**src/rtl/irq_pkg.sv**
```systemverilog
// Shared definitions for the interrupt controller: register offsets,
// FSM state encodings and the priority helper.
package irq_pkg;

  localparam int VEC_W = 3;

  // Register offsets from the base address
  localparam logic [2:0] OFF_ENABLE  = 3'd0;
  localparam logic [2:0] OFF_PENDING = 3'd1;
  localparam logic [2:0] OFF_EDGE    = 3'd2;
  localparam logic [2:0] OFF_CTRL    = 3'd3;
  localparam logic [2:0] OFF_STATUS  = 3'd4;
  localparam logic [2:0] OFF_EOI     = 3'd5;

  // FSM state encodings; these are visible to software through STATUS[7:6]
  localparam logic [1:0] ST_IDLE = 2'd0;
  localparam logic [1:0] ST_REQ  = 2'd1;
  localparam logic [1:0] ST_SVC  = 2'd2;

  // Index of the lowest set bit. Bit 0 has the highest priority.
  function automatic logic [VEC_W-1:0] lowest_index(input logic [7:0] bits);
    lowest_index = '0;
    for (int i = 7; i >= 0; i--) begin
      if (bits[i]) lowest_index = VEC_W'(i);
    end
  endfunction

endpackage

```
**src/rtl/irq_src_sync.sv**
```systemverilog
// Per-bit two-flop synchroniser followed by a one-flop delay used to
// detect rising edges on the synchronised lines.
module irq_src_sync #(
  parameter int W = 8
) (
  input  logic         clk,
  input  logic         rst,
  input  logic [W-1:0] d,
  output logic [W-1:0] level,
  output logic [W-1:0] rise
);

  logic [W-1:0] meta_reg;
  logic [W-1:0] sync_reg;
  logic [W-1:0] dly_reg;

  genvar gi;
  generate
    for (gi = 0; gi < W; gi++) begin : g_bit
      // Synchroniser chain plus edge-detect delay for one source bit
      always_ff @(posedge clk or posedge rst) begin
        if (rst) begin
          meta_reg[gi] <= 1'b0;
          sync_reg[gi] <= 1'b0;
          dly_reg[gi]  <= 1'b0;
        end else begin
          meta_reg[gi] <= d[gi];
          sync_reg[gi] <= meta_reg[gi];
          dly_reg[gi]  <= sync_reg[gi];
        end
      end

      assign level[gi] = sync_reg[gi];
      assign rise[gi]  = sync_reg[gi] & ~dly_reg[gi];
    end
  endgenerate

endmodule

```
**src/rtl/irq_controller.sv**
```systemverilog
// Memory-mapped interrupt controller: register file, pending latches,
// fixed-priority arbitration and the IDLE/REQ/SVC request FSM.
module irq_controller
  import irq_pkg::*;
#(
  parameter int         NUM_SRC   = 8,
  parameter logic [7:0] BASE_ADDR = 8'h08
) (
  input  logic               clk,
  input  logic               rst,
  input  logic [7:0]         din,
  input  logic [7:0]         address,
  input  logic               w_en,
  input  logic               r_en,
  output logic [7:0]         dout,
  input  logic [NUM_SRC-1:0] src,
  output logic               irq,
  output logic [VEC_W-1:0]   vector,
  input  logic               irq_ack
);

  // Bits at or above NUM_SRC never exist in any per-source register
  localparam logic [7:0] SRC_MASK = 8'((9'd1 << NUM_SRC) - 9'd1);

  logic [7:0]       enable_reg;
  logic [7:0]       pending_reg;
  logic [7:0]       pending_next;
  logic [7:0]       edge_reg;
  logic             ctrl_en_reg;
  logic [1:0]       state_reg;
  logic [1:0]       state_next;
  logic [VEC_W-1:0] vector_reg;

  logic [NUM_SRC-1:0] src_level;
  logic [NUM_SRC-1:0] src_rise;
  logic [7:0]         level_ext;
  logic [7:0]         rise_ext;
  logic [7:0]         set_bits;
  logic [7:0]         w1c_bits;
  logic [7:0]         ack_clr;
  logic [7:0]         active;
  logic [7:0]         rd_data;

  logic [8:0] addr_off;
  logic       hit;
  logic [2:0] offset;
  logic       wr_hit;
  logic       eoi_wr;

  irq_src_sync #(.W(NUM_SRC)) u_sync (
    .clk   (clk),
    .rst   (rst),
    .d     (src),
    .level (src_level),
    .rise  (src_rise)
  );

  assign level_ext = 8'(src_level);
  assign rise_ext  = 8'(src_rise);

  // Address window decode; the 9-bit subtraction keeps addresses below the base out
  assign addr_off = {1'b0, address} - {1'b0, BASE_ADDR};
  assign hit      = (address >= BASE_ADDR) && (addr_off < 9'd6);
  assign offset   = addr_off[2:0];
  assign wr_hit   = w_en && hit;
  assign eoi_wr   = wr_hit && (offset == OFF_EOI);

  assign active = pending_reg & enable_reg;

  // Pending update: new events win over both W1C and acknowledge clears
  always_comb begin
    set_bits     = ((edge_reg & rise_ext) | (~edge_reg & level_ext)) & SRC_MASK;
    w1c_bits     = (wr_hit && (offset == OFF_PENDING)) ? din : 8'h00;
    pending_next = ((pending_reg & ~w1c_bits & ~ack_clr) | set_bits) & SRC_MASK;
  end

  // Register file writes and pending latch
  always_ff @(posedge clk or posedge rst) begin
    if (rst) begin
      enable_reg  <= 8'h00;
      edge_reg    <= 8'h00;
      ctrl_en_reg <= 1'b0;
      pending_reg <= 8'h00;
    end else begin
      pending_reg <= pending_next;
      if (wr_hit) begin
        case (offset)
          OFF_ENABLE: enable_reg  <= din & SRC_MASK;
          OFF_EDGE:   edge_reg    <= din & SRC_MASK;
          OFF_CTRL:   ctrl_en_reg <= din[0];
          default:    ;
        endcase
      end
    end
  end

  // State register and vector latch taken on entry to REQ
  always_ff @(posedge clk or posedge rst) begin
    if (rst) begin
      state_reg  <= ST_IDLE;
      vector_reg <= '0;
    end else begin
      state_reg <= state_next;
      if (state_reg == ST_IDLE && state_next == ST_REQ) begin
        vector_reg <= lowest_index(active);
      end
    end
  end

  // Next-state logic; an acknowledge takes precedence over a withdrawn request
  always_comb begin
    state_next = state_reg;
    case (state_reg)
      ST_IDLE: begin
        if (ctrl_en_reg && (active != 8'h00)) state_next = ST_REQ;
      end
      ST_REQ: begin
        if (irq_ack) begin
          state_next = ST_SVC;
        end else if (!ctrl_en_reg || !enable_reg[vector_reg] || !pending_reg[vector_reg]) begin
          state_next = ST_IDLE;
        end
      end
      ST_SVC: begin
        if (eoi_wr) state_next = ST_IDLE;
      end
      default: state_next = ST_IDLE;
    endcase
  end

  // FSM outputs: request level and the pending bit cleared by acknowledge
  always_comb begin
    irq     = (state_reg == ST_REQ);
    ack_clr = 8'h00;
    if (state_reg == ST_REQ && irq_ack) ack_clr = 8'h01 << vector_reg;
  end

  assign vector = vector_reg;

  // Read mux
  always_comb begin
    rd_data = 8'h00;
    case (offset)
      OFF_ENABLE:  rd_data = enable_reg;
      OFF_PENDING: rd_data = pending_reg;
      OFF_EDGE:    rd_data = edge_reg;
      OFF_CTRL:    rd_data = {7'b0, ctrl_en_reg};
      OFF_STATUS:  rd_data = {state_reg, 3'b000, vector_reg};
      default:     rd_data = 8'h00;
    endcase
  end

  // Registered read data, held between decoded reads
  always_ff @(posedge clk or posedge rst) begin
    if (rst) begin
      dout <= 8'h00;
    end else if (r_en && hit) begin
      dout <= rd_data;
    end
  end

endmodule

```
**config.mk**
```make
export PLATFORM = sky130hd
export DESIGN_NAME = irq_controller
export DESIGN_NICKNAME = d
export VERILOG_FILES = /design/src/rtl/irq_pkg.sv /design/src/rtl/irq_src_sync.sv /design/src/rtl/irq_controller.sv
export SDC_FILE = /design/constraint.sdc
export NUM_CORES = 1
export LEC_CHECK = 0
export CORE_UTILIZATION = 50
export DETAILED_ROUTE_END_ITERATION = 10
export HOLD_SLACK_MARGIN = 0.08
export PLACE_DENSITY = 0.79
export SYNTH_ARGS = -nofsm -noshare
export SYNTH_HDL_FRONTEND = slang
export SYNTH_HIERARCHICAL = 1
export SYNTH_SLANG_ARGS = --single-unit
```
**constraint.sdc**
```tcl
create_clock -name clk -period 2.52 [get_ports clk]
set_input_delay 0.252 -clock clk [delete_from_list [all_inputs] [get_ports clk]]
set_output_delay 0.252 -clock clk [all_outputs]
set_load 0.05 [all_outputs]
```
==> impl_metrics.ini, run 1 <==
[detailed_routing]
drtIter0Drc = 176
drtPass1Iterations = 4
wirelength_um = 5700
postRouteAntennaNets = 0
drcViolationCount = 0
vias_per_cell = 5.70
num_vias = 2007
wire_per_inst_um = 16.2

[synth]
yosysMostFrequentCell = dfrtp_1
synth_common_cells = dfrtp_1, mux2_2, nand2_1
synth_edf_count = 0
yosysWarnings = 6
synthTopCellsByArea = dfrtp_1, mux2_2, nor2b_4
syn_inst = 227
yosys_most_used_dff = dfrtp_1
synth.top_cell.area_share_pct = 55.1
synthArstFlopShare_pct = 100
synth.cell_area_um2 = 2820
ys_seq_elements = 62
ys_types = 48
synthesis.nets = 256
synth_top_area_cell = dfrtp_1
synth.avg_cell_area_um2 = 12.4
ys_seq_area_share_pct = 55.1

[setup_path]
ff2ff_setup_slack_ps = 830
cp.depth = 1
worst-path-buf-inv = 1
crit_path_max_fanout = 14
cp-endpoint = vector[1]
slowest_delay_ps = 900
startpoint = vector[1]
arrival_ps = 1910
cp_top_family = buffers and inverters
startpoint_type = register
r2r_start = vector[0]
r2r-end = pending_reg[1]
reg2reg_depth = 3
crit_type = reg2out
critPathRequiredTime_ps = 2270
slowest_stage = clkdlybuf4s50_1
setup.worst_path.end_class = output port
path_cells = clkdlybuf4s50_1

[grt]
grt_pass1_wl_um = 9710
antenna_found_initial = 0
overflow = 0
grt_max_degree = 39
grt_pass1_vias = 1940
grt.total_usage_pct = 21.9

[worst_hold_path]
hold_path.class = reg2reg
worstHoldStart = u_sync/meta_reg[7]

[sta]
fmaxAchievable_mhz = 463
worst_slack_ps = 362
period_share_pct = 85.6
rsz0062_at_grt = no
setup_violations = 0
finalSetupTns_ps = 0
tightest_slew_ps = 878
period_needed_ps = 2160
slew_violations = 0
fin_skew_ps = 3.41
hold_viol = 0
slew_headroom_pct = 41.4

[cts]
cts_tree = built
cts_sinks = 62
cts_resized = 0
clockRootBuffer = clkbuf_8
postCtsSetupRepairBufs = 0
clk_latency_ps = 330
cts_buffers = 9
cts_buffer_depth = 2
ctsHoldBuffers = 0
htree_levels = 3
clk_pin_slew_ps = 60

[placed_design]
globalplace.congestion = 0.875
hpwlAfterDp_um = 4010
pre_cts_slack_ps = 259
place.port_buffers = 40

[die]
die_h_um = 77.1
die_w_um = 77.1
initial_core_util_pct = 53.4
core.rowCount = 26
core_area_um2 = 5270
die_area_um2 = 5940
pin_count = 41

[run_status]
status = finished, final reports clean

[power]
leakagePower_nw = 1.52
peakVddDrop_mv = 0.437
p_per_area_nw_per_um2 = 669

[job]
cap_violations = 0

[cells_and_area]
diodes = 0
layout.nets = 308
drive_above_1_share_pct = 21.3
area_growth_syn_to_layout_pct = 24.1
==> cell usage in the layout, fill, tap and decap left out, drive strengths merged, types with 5 or more instances in the layout <==
cell type      count
inv                8
nand2             17
nand3              5
buf                9
a2bb2oi            8
o21ai              5
mux2i              8
dfrtp             62
nor2b             16
clkbuf            12
mux2              20
a21oi             14
nor2               8
clkdlybuf4s50     40
==> worst min path at each step <==
stage / end / slack, ps / cells after the start
after floorplan: u_sync/dly_reg[0] / 270 / 1
after global placement: u_sync/level[6] / 330 / 0
after detailed placement: u_sync/level[1] / 330 / 0
after CTS: u_sync/meta_reg[0] / 340 / 1
after global routing: u_sync/level[7] / 350 / 0
final: u_sync/level[7] / 350 / 0
==> through the flow <==
stage | power (mW) | utilization, % | cells | area [um^2] | hold slack, ps
after floorplan | 1.46 | - | 227 | 2820 | 267
after global placement | 1.64 | 63.4 | 338 | 3340 | 331
after detailed placement | 1.65 | 63.4 | 338 | 3340 | 335
after CTS | 2.37 | 66.3 | 352 | 3490 | 337
after global routing | 2.46 | 66.3 | 352 | 3490 | 353
final | 2.34 | 66.3 | 352 | 3490 | 346
==> logic make-up after synthesis <==
| kind of cell | after synthesis | share of synthesized area [%] |
|---|---|---|
| compound gates | 55 | 14.4 |
| buf+inv | 16 | 2.22 |
| simple gates | 64 | 15.9 |
| mux | 30 | 12.4 |
| flops | 62 | 55.1 |
==> report_power, final <==
group,total (mW),switching (mW),internal (mW),leakage [nW]
Combinational,0.475,0.269,0.207,0.693
Sequential,1.15,0.0807,1.07,0.748
Clock,0.710,0.341,0.369,0.0821
==> metal layers <==
metal  track usage (%)  routed length, um  up-vias  share of wire, %
met1              30.3               2560      975                45
met5                 0                  0        -                 0
met3              4.88                387        8               6.8
met2              32.9               2640       86                46
li1                  -                  -      938                 -
met4              10.0                110        0               1.9
==> layout make-up <==
class	instances	area [um^2]
Fill cell	412	1780
Sequential cell	62	1550
Multi-Input combinational cell	149	1200
Timing Repair Buffer	49	468
Clock buffer	12	145
Tap cell	70	87.6
Inverter	8	30.0
Clock inverter	2	10.0
Note: power is estimated with default switching activity, not from simulation.
==> run 2, diff against run 1 <==
Settings changed: CTS_CLUSTER_SIZE from default to 12, PLACE_DENSITY 0.79 to 0.74.
==> impl_metrics.ini, run 2 (same netlist as run 1, synthesis figures left out) <==
[setup_path]
crit_path_max_fanout = 14
slowest_stage = clkdlybuf4s50_1
startpoint_type = register
arrival_ps = 1920
ff2ff_setup_slack_ps = 840
path_cells = clkdlybuf4s50_1
worst-path-buf-inv = 1
slowest_delay_ps = 900
setup.worst_path.end_class = output port
r2r_start = vector[0]
reg2reg_depth = 3
critPathRequiredTime_ps = 2270
r2r-end = pending_reg[1]
startpoint = vector[1]
cp_top_family = buffers and inverters
crit_type = reg2out

[placed_design]
globalplace.congestion = 0.834
pre_cts_slack_ps = 246
hpwlAfterDp_um = 4140
placed_area_um2 = 3330
place.port_buffers = 40

[detailed_routing]
drtPass1Iterations = 4
wl_met2_um = 2740
drtIter0Drc = 151
dr_wl_met3_um = 284
drcViolationCount = 0
highest_layer = met4
wire_per_inst_um = 16.6
wirelength_um = 5840
drt-met1-wl_um = 2690
vias_per_cell = 5.66
num_vias = 1992
postRouteAntennaNets = 0

[sta]
hold_viol = 0
slew_headroom_pct = 40.1
fmaxAchievable_mhz = 461
slew_violations = 0
hold_slack_ps = 348
rsz0062_at_grt = no
tightest_slew_ps = 898
period_needed_ps = 2170
finalSetupTns_ps = 0
period_share_pct = 86.0
fin_skew_ps = 6.01
setup_violations = 0
worst_slack_ps = 352

[worst_hold_path]
holdPathStages = 0
hold_path.class = reg2reg
worstHoldStart = u_sync/meta_reg[7]
holdPathEnd = u_sync/level[7]

[grt]
grt.total_usage_pct = 21.9
overflow = 0
grt_pass1_vias = 2002
grt_pass1_wl_um = 9790
antenna_found_initial = 0
grt_max_degree = 39

[die]
die_h_um = 77.1
die_w_um = 77.1
core.rowCount = 26
initial_core_util_pct = 53.4
pin_count = 41
core_area_um2 = 5270
die_area_um2 = 5940

[cells_and_area]
mostFrequentLayoutCells = dfrtp_1, clkdlybuf4s50_1, mux2_2
regArea_um2 = 1550
multiInputGateArea_um2 = 1200
layout.nets = 307
diodes = 0
area_growth_syn_to_layout_pct = 24.3
layout_commonest_cell = dfrtp_1
fillers = 431
final_cell_area_um2 = 3500
drive_above_1_share_pct = 20.9

[cts]
clk_latency_ps = 330
cts_resized = 0
cts_sinks = 62
clockRootBuffer = clkbuf_8
htree_levels = 3
clk_pin_slew_ps = 60
cts_tree = built
postCtsSetupRepairBufs = 0
ctsHoldBuffers = 0
cts_buffer_depth = 2
cts_buffers = 9

[run_status]
status = finished, final reports clean

[power]
finalPower_mw = 2.38
p_per_area_nw_per_um2 = 680
leakagePower_nw = 1.52
peakVddDrop_mv = 0.416

[job]
cap_violations = 0
-- run 2: cell types whose count changed in the layout (fill, tap and decap cells not counted), sizes merged --
cell    before  now
clkinv       2    1
clkbuf      12   14
buf          9    8
-- run 2: layout make-up --
class | count | area share [%]
Sequential cell | 62 | 44.3
Multi-Input combinational cell | 149 | 34.4
Timing Repair Buffer | 48 | 13.2
Clock buffer | 14 | 4.65
Tap cell | 70 | 2.50
Inverter | 8 | 0.858
Clock inverter | 1 | 0.143
-- run 2: report_power, final --
group,internal (mW),switching [mW]
Clock,0.405,0.345
Sequential,1.07,0.0814
Combinational,0.206,0.269
-- run 2: metal layers --
metal  GRT usage (%)  vias up
met5               0        -
met4            9.81        0
li1                -      943
met3            3.93       11
met2            34.6       63
met1            29.4      975
-- run 2: worst max-delay path by stage --
stage	to	slack, ps	cells after the start
2_1_floorplan	state_reg[0]	600	4
3_3_place_gp	pending_reg[1]	300	6
3_5_place_dp	pending_reg[1]	250	6
4_1_cts	vector[1]	350	1
5_1_grt	vector[1]	310	1
6_report	vector[1]	350	1
-- run 2: metrics by stage --
stage               util (%)  std cells
finish                  66.4        352
global route            66.4        352
floorplan                  -        227
CTS                     66.4        352
global placement        63.2        337
detailed placement      63.2        337
==> run 3, diff against run 2 <==
Settings changed: CORE_ASPECT_RATIO from default to 1.2, TNS_END_PERCENT from default to 1.
==> impl_metrics.ini, run 3 (same netlist as run 1, synthesis figures left out) <==
[sta]
rsz0062_at_grt = no
hold_slack_ps = 349
worst_slack_ps = 360
finalSetupTns_ps = 0
period_needed_ps = 2160
setup_violations = 0
slew_violations = 0
fmaxAchievable_mhz = 463
slew_headroom_pct = 39.2
hold_viol = 0
fin_skew_ps = 5.41
tightest_slew_ps = 911
period_share_pct = 85.7

[cells_and_area]
mostFrequentLayoutCells = dfrtp_1, clkdlybuf4s50_1, mux2_2
multiInputGateArea_um2 = 1200
diodes = 0
fillers = 431
layout_commonest_cell = dfrtp_1
area_growth_syn_to_layout_pct = 25.7
final_util_pct = 65.9
regArea_um2 = 1550
drive_above_1_share_pct = 21.4
layout.nets = 305

[detailed_routing]
wire_per_inst_um = 17.1
num_vias = 1991
drtPass1Iterations = 8
drcViolationCount = 10
wirelength_um = 5870
vias_per_cell = 5.80
drtIter0Drc = 210
postRouteAntennaNets = 0

[setup_path]
slowest_delay_ps = 900
ff2ff_setup_slack_ps = 840
startpoint_type = register
critPathRequiredTime_ps = 2270
crit_path_max_fanout = 14
startpoint = vector[1]
path_cells = clkdlybuf4s50_1
r2r-end = pending_reg[1]
reg2reg_depth = 3
cp_top_family = buffers and inverters
r2r_start = vector[0]
worst-path-buf-inv = 1
slowest_stage = clkdlybuf4s50_1
arrival_ps = 1910
setup.worst_path.end_class = output port
crit_type = reg2out

[die]
die_w_um = 70.5
die_h_um = 84.2
core_area_um2 = 5370
die_area_um2 = 5940
core.rowCount = 29
pin_count = 41
initial_core_util_pct = 52.4

[power]
leakagePower_nw = 1.55
finalPower_mw = 2.63
peakVddDrop_mv = 0.425
p_per_area_nw_per_um2 = 742

[cts]
clockRootBuffer = clkbuf_8
cts_buffer_depth = 2
htree_levels = 3
cts_buffers = 9
ctsHoldBuffers = 0
clk_latency_ps = 330
clk_pin_slew_ps = 70
cts_tree = built
cts_resized = 0
postCtsSetupRepairBufs = 0
cts_sinks = 62

[job]
cap_violations = 0

[grt]
grt_max_degree = 39
grt_pass1_vias = 2090
grt.total_usage_pct = 22.7
antenna_found_initial = 0
overflow = 0
grt_pass1_wl_um = 10100

[placed_design]
place.port_buffers = 40
hpwlAfterDp_um = 4150
globalplace.congestion = 0.824
pre_cts_slack_ps = 258

[worst_hold_path]
holdPathStages = 0
holdPathEnd = u_sync/level[6]
worstHoldStart = u_sync/meta_reg[6]
hold_path.class = reg2reg

[run_status]
violations = design-rule violations
status = finished with violations
## run 3: changes by cell type in the layout (fill, tap and decap cells not counted)
cell	before	now
clkbuf_8	11	12
bufinv_16	0	2
clkbuf_1	3	1
buf_4	8	6
## run 3: layer usage
layer / track usage [%] / part of all wire [%]
met5: 0 / 0
met4: 10.4 / 1.8
met3: 5.52 / 4.7
met2: 37.3 / 50
met1: 28.3 / 43
## run 3: worst max-delay path by stage
stage | end | slack, ps | cells after the start
detailed placement | pending_reg[1] | 260 | 6
global route | vector[1] | 290 | 1
floorplan | state_reg[0] | 600 | 4
finish | vector[1] | 360 | 1
global placement | pending_reg[5] | 310 | 6
CTS | vector[1] | 340 | 1
## run 3: final cells by class
class | instances | share of cell area [%]
clock buffers | 13 | 4.77
clock inverters | 3 | 1.84
inverters | 8 | 0.848
multi-input cells | 149 | 34.0
flip-flops and latches | 62 | 43.8
well taps | 62 | 2.19
repair buffers | 46 | 12.6
## run 3: through the flow
stage          instance area (um^2)  std cells
2_1_floorplan                  2820        227
3_3_place_gp                   3310        327
3_5_place_dp                   3310        327
4_1_cts                        3540        343
5_1_grt                        3540        343
6_report                       3540        343
## run 3: power breakdown
group          total (mW)  switching (mW)  internal (mW)
sequential           1.15          0.0809           1.07
combinational       0.473           0.269          0.204
clock                1.00           0.363          0.637
total                2.63           0.713           1.91
